[config.mk]
export PLATFORM = sky130hd
export DESIGN_NAME = tran_shifter
export DESIGN_NICKNAME = d
export VERILOG_FILES = /design/src/rtl/tran_shifter.sv
export SDC_FILE = /design/constraint.sdc
export NUM_CORES = 1
export LEC_CHECK = 0
export CORE_MARGIN = 2
export CORE_UTILIZATION = 40
export CTS_CLUSTER_SIZE = 25
export DETAILED_ROUTE_END_ITERATION = 6
export GPL_TIMING_DRIVEN = 0
export HOLD_SLACK_MARGIN = 0.05
export PLACE_DENSITY = 0.8
export RECOVER_POWER = 100
export SYNTH_ARGS = -nofsm -noshare
export SYNTH_HDL_FRONTEND = slang
export SYNTH_SLANG_ARGS = --single-unit
[constraint.sdc]
create_clock -name clk -period 0.8 [get_ports clk]
set_input_delay 0.16 -clock clk [delete_from_list [all_inputs] [get_ports clk]]
set_output_delay 0.16 -clock clk [all_outputs]
set_load 0.03 [all_outputs]
[src/rtl/tran_shifter.sv]
// tran_shifter: registered 8-bit bidirectional shifter with one-hot magnitude select.
// Select codes (shift_mag[0] is MSB): 10000 right-2, 01000 right-1, 00100 pass,
// 00010 left-1, 00001 left-2. "Left" moves bits toward index 0 (the MSB).
// Any select that is not exactly one-hot forces Op to zero and raises err.
// Optional build macro TRAN_SHIFTER_ROTATE_EN: shifts rotate instead of zero-filling.
module tran_shifter (
  input  logic       clk,
  input  logic       rst,
  input  logic [0:7] Ip,
  input  logic [0:4] shift_mag,
  output logic [0:7] Op,
  output logic       err
);

  // Per-magnitude network outputs, one per transmission-gate column.
  logic [0:7] right2_s;
  logic [0:7] right1_s;
  logic [0:7] pass_s;
  logic [0:7] left1_s;
  logic [0:7] left2_s;

  logic [0:7] op_d;
  logic       err_d;
  logic [0:7] op_q;
  logic       err_q;

`ifdef TRAN_SHIFTER_ROTATE_EN
  // Rotating columns: bits leaving one end re-enter at the other end.
  always_comb begin
    right2_s = {Ip[6:7], Ip[0:5]};
    right1_s = {Ip[7],   Ip[0:6]};
    pass_s   = Ip;
    left1_s  = {Ip[1:7], Ip[0]};
    left2_s  = {Ip[2:7], Ip[0:1]};
  end
`else
  // Logical columns: vacated positions are zero-filled, no sign extension.
  always_comb begin
    right2_s = {2'b00, Ip[0:5]};
    right1_s = {1'b0,  Ip[0:6]};
    pass_s   = Ip;
    left1_s  = {Ip[1:7], 1'b0};
    left2_s  = {Ip[2:7], 2'b00};
  end
`endif

  // Select exactly one column; all-zero or multi-hot selects are illegal.
  always_comb begin
    op_d  = 8'h00;
    err_d = 1'b1;
    case (shift_mag)
      5'b10000: begin
        op_d  = right2_s;
        err_d = 1'b0;
      end
      5'b01000: begin
        op_d  = right1_s;
        err_d = 1'b0;
      end
      5'b00100: begin
        op_d  = pass_s;
        err_d = 1'b0;
      end
      5'b00010: begin
        op_d  = left1_s;
        err_d = 1'b0;
      end
      5'b00001: begin
        op_d  = left2_s;
        err_d = 1'b0;
      end
      default: begin
        op_d  = 8'h00;
        err_d = 1'b1;
      end
    endcase
  end

  // Output register: captures every cycle, cleared asynchronously by rst.
  always_ff @(posedge clk or posedge rst) begin
    if (rst) begin
      op_q  <= 8'h00;
      err_q <= 1'b0;
    end else begin
      op_q  <= op_d;
      err_q <= err_d;
    end
  end

  assign Op  = op_q;
  assign err = err_q;

endmodule

==> reports/metrics.cfg, run 1 <==
[synthesis]
synth_area_leaders = dfrtp_1, nand3_1, a22oi_1
synth.largest_area_cell = dfrtp_1
synth_top_area_share_pct = 37.0
synthArstFlopShare_pct = 100
synthDistinctLibCells = 27
ys_ff_latch = 9
synth_nets = 82
yosysWarnings = 0
ys_seq_area_share_pct = 37.0
yosys_most_used_dff = dfrtp_1
synthCells = 67
synth_edf_count = 0
avgSynthCellArea_um2 = 9.09
syn-cell-area_um2 = 609

[floorplan]
die_h_um = 43.0
ios = 24
die_area_mm2 = 0.00185
design.core.area_mm2 = 0.00147
die_x_um = 43.0
num_rows = 14
initial_core_util_pct = 41.4

[pwr]
power.internal_uw = 888
pwr-share-seq_pct = 39.1
swShare_pct = 28.1
clkPwrFrac_pct = 25.8
p_comb_share_pct = 35.1
p_sw_uw = 347
ir_drop_uv = 606
p_leak_nw = 0.482
powerDensity_mw_per_mm2 = 1110

[worst_setup_path]
cp_max_fo = 1
cp-end-kind = output port
cp_slowest_cell = dfrtp_1
crit_family = flip-flops
startpoint = Op[2]
worstPathCellList = buf_6
worstSetupEndpoint = Op[2]
worstSetupPathType = reg -> out
worstSetupStartpointType = flop
slowest_delay_ns = 0.37
crit_arrival_ns = 0.76
crit_required_ns = 0.64
crit_buf_inv = 1
crit_cells = 1

[cts]
cts.htree.levels = 1
clk_pin_slew_ns = 0.05
cts-buffers-inserted = 3
clock_path_buffers = 2
cts_tree = done
cts_root_buffer = clkbuf_4
cts_hold_buffers = 0
cts_sinks = 9

[final_layout]
finish.utilization_pct = 75.6
area_growth_pct = 82.5
diodes = 0
drive_gt1_share_pct = 47.0
fin_nets = 116

[run]
maxCapViolCount = 0

[run_status]
failed_checks = setup timing
outcome = complete, but fails checks

[detailed_routing]
drc = 0
wl_per_cell_um = 15.4
first_pass_iters = 4
drt_iter0_drc = 31
finalWirelength_mm = 1.79
routed_via_density = 6.09
vias = 706
ant_nets = 0

[sta]
period_needed_ns = 0.917
setup_viol = 10
slew-limit-headroom_pct = 76.6
max_freq_mhz = 1090
tns_ns = -1.00
fin_hold_ws_ns = 0.195
setup_ws_ns = -0.117
worst_pin_slew_ns = 0.351
slew_violations = 0
hold_violations = 0
grt_setup_unrepaired = true
finalCritPeriodShare_pct = 115

[global_route]
grt_pass1_vias = 647
grt_antenna_before_repair = 0
grt_pass1_wl_mm = 2.79
grt_max_degree = 11
grt.overflow.total = 0
grt_util_all_layers_pct = 19.9

[hold_path]
hold_path.class = in -> reg

[place]
port-buffer-count = 22
gp_congestion = 0.889
hpwl_mm = 1.14

==> stage by stage <==
| step | power (mW) | cell area [um^2] | setup slack [ns] | instances |
|---|---|---|---|---|
| final | 1.23 | 1110 | -0.117 | 116 |
| after global routing | 1.31 | 1110 | -0.153 | 116 |
| after CTS | 1.22 | 1060 | -0.135 | 115 |
| after detailed placement | 0.820 | 898 | -0.922 | 105 |
| after global placement | 0.813 | 898 | -0.870 | 105 |
| after floorplan | 0.666 | 658 | -0.183 | 67 |
==> cell usage after synthesis (all sizes together) (2+ instances only) <==
cell type	instances
nor4b	3
o21ai	3
nand3	17
a22oi	4
nor3	2
buf	5
nor2b	4
dfrtp	9
nand4	3
a32oi	3
nor3b	2
==> cells by family after synthesis <==
family / count (synthesis) / synth area share (%)
AOI/OAI and AO/OA: 15 / 19.1
xor gates and xnor gates: 1 / 1.44
buffers and inverters: 6 / 6.16
DFF: 9 / 37.0
and+or+nand+nor: 36 / 36.3
==> metal layers <==
metal,vias to the layer above,global-route usage (%),part of all wire [%]
met2,40,35.5,56
met3,8,3.40,6.9
li1,333,-,-
met1,325,22.3,35
met4,0,10.3,2.5
met5,-,0,0
==> power groups by stage <==
stage	combinational, mW	clock, mW	sequential, mW
global placement	0.327	0	0.486
finish	0.433	0.318	0.483
floorplan	0.139	0	0.527
detailed placement	0.333	0	0.487
CTS	0.401	0.339	0.483
global route	0.457	0.365	0.483
==> worst min-delay path by stage <==
stage | from | to | slack [ns] | depth (start not counted)
6_report | shift_mag[4] | err | 0.19 | 2
5_1_grt | shift_mag[4] | err | 0.19 | 2
4_1_cts | rst | Op[4] | 0.17 | 2
3_5_place_dp | rst | Op[4] | 0.43 | 2
3_3_place_gp | rst | Op[6] | 0.42 | 2
2_1_floorplan | rst | Op[0] | -0.01 | 1
==> final cells by class <==
cell class / instances / area, um^2
multi-input cells: 52 / 443
flip-flops and latches: 9 / 225
well taps: 16 / 20.0
repair buffers: 30 / 345
inverters: 1 / 3.75
clock buffers: 4 / 26.3
plain buffers: 4 / 48.8
fillers: 109 / 359
==> state kept, by name, summed over array words and instances (netlist names) <==
register / flops
Op: 8
err: 1
==> placed cells by master (no fill, tap or decap), types with 2 or more instances in the layout <==
cell type,synthesis,routed
buf_8,0,4
clkbuf_2,0,2
nand4_1,3,3
buf_6,1,12
nor2b_4,0,3
nand3_1,17,16
a22oi_2,0,2
a22oi_1,4,2
clkbuf_4,0,4
buf_12,0,3
a32oi_1,3,3
o21ai_1,0,2
buf_4,1,4
dlygate4sd2_1,0,5
dfrtp_1,9,9
nor4b_2,0,2
==> timing repair <==
action	4_1_cts	5_1_grt
setup endpoints to repair	18	17
gates resized for setup	111	14
pin swaps	8	5
buffers inserted	5	1
cloned	2	0
endpoints found under the hold margin	0	0
No activity file was read; power rests on OpenSTA's default activity.
==> run 2, diff against run 1 <==
- TNS_END_PERCENT: not set -> 1
==> run 2 against run 1 <==
  * The run still ends with setup timing left
  * Power fell by 4.7%
  * Cell area fell by 11%
  * Fmax fell by 2.3%
  * Sequential power barely moved
  * Hold slack improved by 0.068 ns
  * Via count fell by 5.0%
  * Core utilization fell by 8.0 points
  * Combinational power fell by 15%
  * Critical path type is now in -> reg
  * Critical endpoint is now Op[1]
  * Largest power group unchanged
==> reports/metrics.cfg, run 2 (synthesized netlist as in run 1, its figures left out) <==
[worst_setup_path]
crit_required_ns = 0.93  ; was 0.64 ns
crit_arrival_ns = 1.07  ; was 0.76 ns
cp_max_fo = 8  ; was 1
worstSetupPathType = in -> reg  ; was reg -> out
worstSetupStartpointType = input pin  ; was flop
cp-end-kind = flop  ; was output port

[sta]
finalCritPeriodShare_pct = 117  ; was 115%
worst_pin_slew_ns = 0.331  ; was 0.351 ns
hold_violations = 0  ; unchanged
setup_viol = 14  ; was 10
max_freq_mhz = 1070  ; was 1090 MHz
period_needed_ns = 0.938  ; was 0.917 ns
setup_ws_ns = -0.138  ; was -0.117 ns
slew-limit-headroom_pct = 77.9  ; was 76.6%
grt_setup_unrepaired = true  ; unchanged
slew_violations = 0  ; unchanged

[run_status]
outcome = complete, but fails checks  ; unchanged
failed_checks = setup timing  ; unchanged

[run]
maxCapViolCount = 0  ; unchanged

[global_route]
grt.busiest_layer = met2  ; unchanged
grt_antenna_before_repair = 0  ; unchanged
grt_pass1_vias = 614  ; was 647
grt_use_met2_pct = 31.2  ; was 35.5%
use_met3_pct = 2.55  ; was 3.40%
grt_pass1_wl_mm = 2.76  ; was 2.79 mm
grt_util_met1_pct = 25.3  ; was 22.3%
grt_max_degree = 11  ; unchanged
grt.overflow.total = 0  ; unchanged
grt_util_all_layers_pct = 19.8  ; was 19.9%

[detailed_routing]
wl_per_cell_um = 13.9  ; was 15.4 um
drc = 0  ; unchanged
drt_iter0_drc = 20  ; was 31
ant_nets = 0  ; unchanged
finalWirelength_mm = 1.56  ; was 1.79 mm
first_pass_iters = 4  ; unchanged
routed_via_density = 5.99  ; was 6.09
vias = 671  ; was 706

[floorplan]
initial_core_util_pct = 41.4  ; unchanged
die_h_um = 43.0  ; unchanged
design.core.area_mm2 = 0.00147  ; unchanged
ios = 24  ; unchanged
die_x_um = 43.0  ; unchanged
num_rows = 14  ; unchanged
die_area_mm2 = 0.00185  ; unchanged

[cts]
cts_root_buffer = clkbuf_4  ; unchanged
clk_pin_slew_ns = 0.05  ; about the same
clock_path_buffers = 2  ; unchanged
cts-buffers-inserted = 3  ; unchanged
cts_tree = done  ; unchanged
cts_hold_buffers = 0  ; unchanged
cts_sinks = 9  ; unchanged
cts.htree.levels = 1  ; unchanged

[place]
port-buffer-count = 22  ; unchanged
dpl_cell_area_um2 = 863  ; was 898 um^2
gp_congestion = 0.938  ; was 0.889
pre_cts_slack_ns = -0.868  ; was -0.922 ns
hpwl_mm = 1.12  ; was 1.14 mm

[pwr]
powerDensity_mw_per_mm2 = 1180  ; was 1110 mW/mm^2
total_power_mw = 1.18  ; was 1.23 mW
ir_drop_uv = 449  ; was 606 uV
p_leak_nw = 0.429  ; was 0.482 nW

[hold_path]
hold_path.class = in -> reg  ; unchanged

[final_layout]
drive_gt1_share_pct = 38.5  ; was 47.0%
fin_area_um2 = 995  ; was 0.00111 mm^2
diodes = 0  ; unchanged
fin_nets = 112  ; was 116
final_cell_mix = nand3_1, buf_6, dfrtp_1  ; unchanged
largest_reg_flops = 8  ; unchanged
fillerInstances = 125  ; was 109
area_growth_pct = 63.2  ; was 82.5%
final_common_cell = nand3_1  ; unchanged

run 2: cell types whose count changed in the layout (fill, tap and decap cells not counted), moves of 3 or more:
cell             change
buf_12               -3
buf_2                +4
clkdlybuf4s50_1      +4
buf_8                -3
run 2: worst paths after layout:
path                         startpoint     to  slack, ns  depth (start not counted)
max                        shift_mag[3]  Op[1]      -0.14                          5
min                        shift_mag[3]    err       0.26                          2
max in group asynchronous           rst  Op[7]       0.28                          2
min in group asynchronous           rst  Op[2]       0.29                          2
run 2: power by group:
group / switching (mW) / total, mW / internal, mW
Sequential: 0.00804 / 0.482 / 0.474
Combinational: 0.193 / 0.367 / 0.173
Clock: 0.136 / 0.327 / 0.191
run 2: metal layers:
metal	wire (um)	share of wire [%]
met2	799	51
met3	82	5.3
met1	649	42
met5	0	0
met4	29	1.9
run 2: cell type report:
cell class	instances	area [um^2]	share of cell area (%)
Multi-Input combinational cell	52	429	43.1
Timing Repair Buffer	25	234	23.5
Sequential cell	9	225	22.6
Buffer	5	56.3	5.66
Clock buffer	4	26.3	2.64
Tap cell	16	20.0	2.01
Inverter	1	3.75	0.377
run 2: repair_timing:
item,4_1_cts,5_1_grt
resized for setup,106,4
gates cloned,2,0
pin swaps,5,0
buffers inserted,1,0
setup endpoints to repair,18,18
run 2: metrics by stage:
step                      hold WS, ns  TNS, ns  std cells  utilization [%]
after detailed placement        0.432   -10.02        105             58.7
after CTS                       0.152    -1.36        112             66.8
after global placement          0.422    -9.77        105             58.7
after floorplan               -0.0121    -1.14         67                -
after global routing            0.254    -1.76        112             67.6
final                           0.262    -1.28        112             67.6
run 2: critical path, stage by stage:
cell and delay (ns):
buf_4 0.15, nor2b_1 0.14, buf_6 0.14, a22o_1 0.17, a221o_1 0.31
